`config.mk`:
```
export PLATFORM = sky130hd
export DESIGN_NAME = mpu_load_sequencer
export DESIGN_NICKNAME = d
export VERILOG_FILES = /design/src/rtl/global_defs.sv /design/src/rtl/mpu_data_types.sv /design/src/rtl/mpu_load_sequencer.sv
export SDC_FILE = /design/constraint.sdc
export NUM_CORES = 1
export LEC_CHECK = 0
export CAP_MARGIN = 20
export CORE_MARGIN = 4
export CORE_UTILIZATION = 46
export CTS_CLUSTER_DIAMETER = 120
export CTS_CLUSTER_SIZE = 10
export DETAILED_ROUTE_END_ITERATION = 10
export GPL_ROUTABILITY_DRIVEN = 1
export PLACE_DENSITY = 0.89
export RECOVER_POWER = 25
export SLEW_MARGIN = 10
export SYNTH_ARGS = -nofsm -noshare
export SYNTH_HDL_FRONTEND = slang
export SYNTH_SLANG_ARGS = --single-unit
```
`constraint.sdc`:
```
create_clock -name clk -period 2.6 [get_ports clk]
set_input_delay 0.52 -clock clk [delete_from_list [all_inputs] [get_ports clk]]
set_output_delay 0.52 -clock clk [all_outputs]
set_load 0.02 [all_outputs]
```
`src/rtl/global_defs.sv`:
```
// Global sizing constants shared by the MPU blocks: matrix limits and
// address/index widths.
package global_defs;
    localparam int M               = 4;
    localparam int N               = 4;
    localparam int MBITS           = 2;
    localparam int NBITS           = 2;
    localparam int MATRIX_REG_BITS = 2;
    localparam int MEM_ADDR_BITS   = 12;
endpackage

```
`src/rtl/mpu_data_types.sv`:
```
// Shared MPU data types: IEEE-754 single-precision word and the load
// sequencer state encoding.
package mpu_data_types;
    typedef struct packed {
        logic        sign;
        logic [7:0]  exponent;
        logic [22:0] mantissa;
    } float_sp;

    typedef enum logic [2:0] {
        IDLE,
        READ,
        WAIT,
        WRITE,
        DONE,
        ERR
    } ld_state_e;
endpackage

```
`src/rtl/mpu_load_sequencer.sv`:
```
// Streams an m x n row-major matrix from memory into a matrix register,
// one element at a time: read, wait for data, write, repeat.
module mpu_load_sequencer
    import global_defs::*;
    import mpu_data_types::*;
(
    input  logic                       clk,
    input  logic                       rst,
    input  logic                       ld_req_in,
    input  logic [MATRIX_REG_BITS:0]   ld_reg_addr_in,
    input  logic [MBITS:0]             ld_m_in,
    input  logic [NBITS:0]             ld_n_in,
    input  logic [MEM_ADDR_BITS-1:0]   ld_mem_base_in,
    output logic                       ld_busy_out,
    output logic                       ld_done_out,
    output logic                       ld_err_out,
    output logic                       mem_rd_req_out,
    output logic [MEM_ADDR_BITS-1:0]   mem_rd_addr_out,
    input  logic                       mem_rd_valid_in,
    input  float_sp                    mem_rd_data_in,
    input  logic                       load_ready_in,
    output logic                       reg_load_req_out,
    output logic [MATRIX_REG_BITS:0]   reg_load_addr_out,
    output logic [MBITS:0]             reg_i_load_loc_out,
    output logic [NBITS:0]             reg_j_load_loc_out,
    output logic [MBITS:0]             reg_m_load_size_out,
    output logic [NBITS:0]             reg_n_load_size_out,
    output float_sp                    reg_load_element_out
);

    localparam logic [MBITS:0]         M_LIM    = M[MBITS:0];
    localparam logic [NBITS:0]         N_LIM    = N[NBITS:0];
    localparam logic [MBITS:0]         I_ONE    = 1;
    localparam logic [NBITS:0]         J_ONE    = 1;
    localparam logic [MEM_ADDR_BITS-1:0] ADDR_ONE = 1;

    ld_state_e                  state_q, state_d;
    logic [MATRIX_REG_BITS:0]   reg_addr_q, reg_addr_d;
    logic [MBITS:0]             m_q, m_d, i_q, i_d;
    logic [NBITS:0]             n_q, n_d, j_q, j_d;
    logic [MEM_ADDR_BITS-1:0]   base_q, base_d;
    logic [MEM_ADDR_BITS-1:0]   offset_q, offset_d;
    float_sp                    elem_q, elem_d;

    logic size_bad;
    logic last_elem;

    assign size_bad  = (ld_m_in == '0) || (ld_n_in == '0) ||
                       (ld_m_in > M_LIM) || (ld_n_in > N_LIM);
    assign last_elem = (i_q == m_q - I_ONE) && (j_q == n_q - J_ONE);

    always_comb begin
        state_d    = state_q;
        reg_addr_d = reg_addr_q;
        m_d        = m_q;
        n_d        = n_q;
        i_d        = i_q;
        j_d        = j_q;
        base_d     = base_q;
        offset_d   = offset_q;
        elem_d     = elem_q;

        case (state_q)
            IDLE: begin
                if (ld_req_in) begin
                    reg_addr_d = ld_reg_addr_in;
                    m_d        = ld_m_in;
                    n_d        = ld_n_in;
                    base_d     = ld_mem_base_in;
                    i_d        = '0;
                    j_d        = '0;
                    offset_d   = '0;
                    state_d    = size_bad ? ERR : READ;
                end
            end
            READ: state_d = WAIT;
            WAIT: begin
                if (mem_rd_valid_in) begin
                    elem_d  = mem_rd_data_in;
                    state_d = WRITE;
                end
            end
            WRITE: begin
                if (load_ready_in) begin
                    if (last_elem) begin
                        state_d = DONE;
                    end else begin
                        // Row-major order keeps addresses contiguous, so a
                        // running offset replaces base + i*n + j.
                        offset_d = offset_q + ADDR_ONE;
                        if (j_q == n_q - J_ONE) begin
                            j_d = '0;
                            i_d = i_q + I_ONE;
                        end else begin
                            j_d = j_q + J_ONE;
                        end
                        state_d = READ;
                    end
                end
            end
            DONE:    state_d = IDLE;
            ERR:     state_d = IDLE;
            default: state_d = IDLE;
        endcase
    end

    always_ff @(posedge clk) begin
        if (rst) begin
            state_q    <= IDLE;
            reg_addr_q <= '0;
            m_q        <= '0;
            n_q        <= '0;
            i_q        <= '0;
            j_q        <= '0;
            base_q     <= '0;
            offset_q   <= '0;
            elem_q     <= '0;
        end else begin
            state_q    <= state_d;
            reg_addr_q <= reg_addr_d;
            m_q        <= m_d;
            n_q        <= n_d;
            i_q        <= i_d;
            j_q        <= j_d;
            base_q     <= base_d;
            offset_q   <= offset_d;
            elem_q     <= elem_d;
        end
    end

    assign ld_busy_out          = (state_q != IDLE);
    assign ld_done_out          = (state_q == DONE);
    assign ld_err_out           = (state_q == ERR);
    assign mem_rd_req_out       = (state_q == READ);
    assign mem_rd_addr_out      = base_q + offset_q;
    assign reg_load_req_out     = (state_q == WRITE);
    assign reg_load_addr_out    = reg_addr_q;
    assign reg_i_load_loc_out   = i_q;
    assign reg_j_load_loc_out   = j_q;
    assign reg_m_load_size_out  = m_q;
    assign reg_n_load_size_out  = n_q;
    assign reg_load_element_out = elem_q;

endmodule

```
==> metrics.csv <==
metric;value;unit
cts_sinks;74;
portBuffers;121;
grtUsageTotal;21.7;%
timing.critical_path.max_delay_family;compound AO/OA/AOI/OAI gates;
clk_pin_slew;0.07;ns
floorplan_die_area;0.00931;mm^2
standard_cell_rows;32;
r2r_setup_slk;0.31;ns
reg2regPathDepth;8;
synthCells;456;
drt-vias-per-instance;5.18;
timing.final.crit_share;103;%
p_sw;1.20;mW
mappedNetlistNets;531;
period_needed;2.67;ns
drive_gt1_share;13.9;%
p_int;2.25;mW
syn_avg_cell_area;7.90;um^2
swShare;34.8;%
design.portCount;122;
hpwl;7400;um
path_common_cell;sky130_fd_sc_hd__a21oi_2;
cts-htree-levels;3;
critPathCaptureType;output port;
cts_hold_buf;0;
post_drt_wl_per_cell;14.3;um
number_of_cells_in_the_design_after_placement;681;
hold_viol_final;0;
timing.hold.worst.class;reg2reg;
timing.critical_path.arrival;2.15;ns
design_power_total;3.45;mW
seq_area_frac_synth;41.1;%
nets;669;
seq_power_share;39.4;%
violations;setup timing;
p_clk_share;24.7;%
comb_power_share;35.9;%
setup_total_negative_slack;-0.0942;ns
crit_path_start_kind;flip-flop;
max_slew.worst_pin.slew;0.785;ns
path_cells;ha_1 > a21oi_2 > nand4b_1 > a21boi_2 > a311o_1 > a21oi_2 > xnor2_1 > buf_4;
leakage;2.09;nW
drv_cap;0;
critPathKind;reg2out;
yosysWarnings;0;
critical_path.max_fanout;3;
critical_path_buf_inv_count;1;
synth_edf_count;0;
first_global_vias;3494;
route.antenna.remaining_nets;0;
final_wtd_congestion;0.861;
ys_dominant_reg_cell;sky130_fd_sc_hd__dfxtp_1;
main_combinational_cell_family_by_area_after_synthesis;simple AND/OR/NAND/NOR gates;
final_common_cell;sky130_fd_sc_hd__nand2_1;
mappedNetlistArea;0.00360;mm^2
grt_pass1_wl;15900;um
numCtsBuffers;9;
cts_root_cell;sky130_fd_sc_hd__clkbuf_8;
dp_slack;-0.439;ns
worstHoldStart;reg_load_element_out[1];
synth_area_in_compound_gates;18.2;%
critPathMaxStageDelay;0.34;ns
grt_start_max_net_pins;36;
destination_of_the_worst_register_to_register_timing_path;offset_q[4];
synth-seq-cells;74;
synth.lib_cells_used.distinct;48;
synth-async-reset-ratio;0;%
ctsLongestPathBuffers;2;
timing.final.max_slew_violations;0;
die_boundary_height;96.5;um
power_density;647;mW/mm^2
dr.pass1.iters;4;
finalClockSkew;0.00635;ns
die_width;96.5;um
dr.first_iter.drc_count;125;
final_cell_mix;117 x sky130_fd_sc_hd__nand2_1, 107 x sky130_fd_sc_hd__clkdlybuf4s50_1, 72 x sky130_fd_sc_hd__a21oi_1;
core_area;0.00769;mm^2
required_time_reported_for_the_critical_path_endpoint;2.08;ns
post-route-drc-count;0;
worst_hold_path.num_cells;2;
worst_ir_drop_vdd;0.404;mV
route.vias.total;3638;
synth-simple-area-share;25.0;%
timing.fmax;374;MHz
setup_slack;-0.0706;ns
number_of_antenna_violations_at_the_first_check_in_global_routing;1;
initial_core_util;46.9;%
synth_xor_area_share;5.14;%
timing.rr.start;reg_n_load_size_out[0];
critical_path_slowest_stage_cell;sky130_fd_sc_hd__dfxtp_2;
clock_latency;0.34;ns
number_of_setup_violations_in_the_final_report;3;
layout.cells.non_filler;702;
rsz_0062_raised_after_global_routing;true;
total_routed_wirelength;10000;um
tritoncts;yes;
result_of_the_run;finished with violations;
global_route.overflow_total;0;
relSlewSlack;47.6;%
areaGrowthSynthToFinish;48.2;%
post_synth_mux_area_share;0;%
hold_end;reg_load_element_out[1];
yosys.area_share.adder;6.11;%
final_util;69.4;%
worst register-to-register path, cell delays in order (launching register included):
cell	delay [ns]
sky130_fd_sc_hd__dfxtp_1	0.38
sky130_fd_sc_hd__inv_1	0.07
sky130_fd_sc_hd__ha_1	0.30
sky130_fd_sc_hd__xor2_1	0.18
sky130_fd_sc_hd__nand3_1	0.20
sky130_fd_sc_hd__o31ai_4	0.54
sky130_fd_sc_hd__a21oi_1	0.08
sky130_fd_sc_hd__or3b_1	0.36
sky130_fd_sc_hd__o41ai_1	0.07
per-stage QoR:
step / instance area (um^2) / hold WS [ns]
detailed placement: 5040 / 0.446
floorplan: 3600 / 0.441
global route: 5340 / 0.479
global placement: 5040 / 0.441
CTS: 5280 / 0.456
finish: 5340 / 0.453
flip-flops by register name (all words and copies together) (netlist names):
| register | count |
|---|---|
| reg_load_addr_out | 3 |
| reg_n_load_size_out | 3 |
| base_q | 12 |
| offset_q | 12 |
| reg_i_load_loc_out | 3 |
| reg_m_load_size_out | 3 |
| reg_load_element_out | 32 |
| state_q | 3 |
| reg_j_load_loc_out | 3 |
power groups by stage:
stage	combinational [mW]	sequential (mW)	clock (mW)
floorplan	0.632	1.44	0
global placement	1.21	1.37	0
detailed placement	1.24	1.38	0
CTS	1.24	1.36	0.871
global route	1.36	1.38	0.925
finish	1.24	1.36	0.853
synthesized netlist by cell type (2+ instances only):
cell type                  number  share of area [%]
sky130_fd_sc_hd__a21boi_0       3               0.63
sky130_fd_sc_hd__a21oi_1       76                 11
sky130_fd_sc_hd__a31oi_1        5               0.87
sky130_fd_sc_hd__and3_1         6                1.0
sky130_fd_sc_hd__and3_4         2               0.63
sky130_fd_sc_hd__and3b_1        2               0.49
sky130_fd_sc_hd__buf_2          2               0.28
sky130_fd_sc_hd__clkbuf_1      22                2.3
sky130_fd_sc_hd__dfxtp_1       74                 41
sky130_fd_sc_hd__ha_1          16                5.6
sky130_fd_sc_hd__inv_1         13                1.4
sky130_fd_sc_hd__nand2_1      117                 12
sky130_fd_sc_hd__nand3_1       10                1.4
sky130_fd_sc_hd__nand3b_1       4               0.83
sky130_fd_sc_hd__nand4_1        3               0.52
sky130_fd_sc_hd__nand4b_1       2               0.49
sky130_fd_sc_hd__nor2_1        19                2.0
sky130_fd_sc_hd__nor2b_1        5               0.87
sky130_fd_sc_hd__nor3_1         3               0.42
sky130_fd_sc_hd__nor3b_1        2               0.42
sky130_fd_sc_hd__o21a_1         2               0.42
sky130_fd_sc_hd__o21ai_0       17                2.4
sky130_fd_sc_hd__o41ai_1        3               0.73
sky130_fd_sc_hd__or3_1          4               0.69
sky130_fd_sc_hd__or3b_1         6                1.5
sky130_fd_sc_hd__xnor2_1        9                2.2
sky130_fd_sc_hd__xnor3_1        2                1.3
sky130_fd_sc_hd__xor2_1         7                1.7
timing repair:
item,4_1_cts,5_1_grt
pin swaps,11,12
endpoints found under the setup margin,10,16
resized for setup,58,14
endpoints found under the hold margin,0,0
buffers inserted,1,4
cell type report:
| type | count | area, um^2 |
|---|---|---|
| clock buffers | 10 | 128 |
| repair buffers | 153 | 1430 |
| multi-input cells | 342 | 2050 |
| diodes | 1 | 2.50 |
| well taps | 102 | 128 |
| flip-flops and latches | 74 | 1490 |
| clock inverters | 6 | 57.6 |
| fillers | 601 | 2350 |
| inverters | 14 | 52.6 |
layer usage:
| metal | global-route usage, % | vias up | routed length, um |
|---|---|---|---|
| li1 | - | 1834 | - |
| met1 | 24.2 | 1679 | 4050 |
| met2 | 36.1 | 113 | 4830 |
| met3 | 10.3 | 12 | 994 |
| met4 | 7.71 | 0 | 140 |
| met5 | 0 | - | 0 |
cells by family after synthesis:
| family | Yosys count |
|---|---|
| adders and majority gates | 17 |
| and+or+nand+nor | 191 |
| DFF | 74 |
| AOI/OAI and AO/OA | 116 |
| buffers and inverters | 40 |
| xor gates and xnor gates | 18 |
how the worst max path moves through the flow:
| stage | endpoint | cells after the start | startpoint |
|---|---|---|---|
| global placement | mem_rd_addr_out[11] | 8 | base_q[1] |
| CTS | mem_rd_addr_out[10] | 10 | offset_q[0] |
| floorplan | mem_rd_addr_out[9] | 7 | offset_q[3] |
| detailed placement | mem_rd_addr_out[11] | 8 | base_q[1] |
| global route | mem_rd_addr_out[9] | 8 | base_q[1] |
| finish | mem_rd_addr_out[9] | 8 | base_q[1] |
No activity file was read; power rests on OpenSTA's default activity.
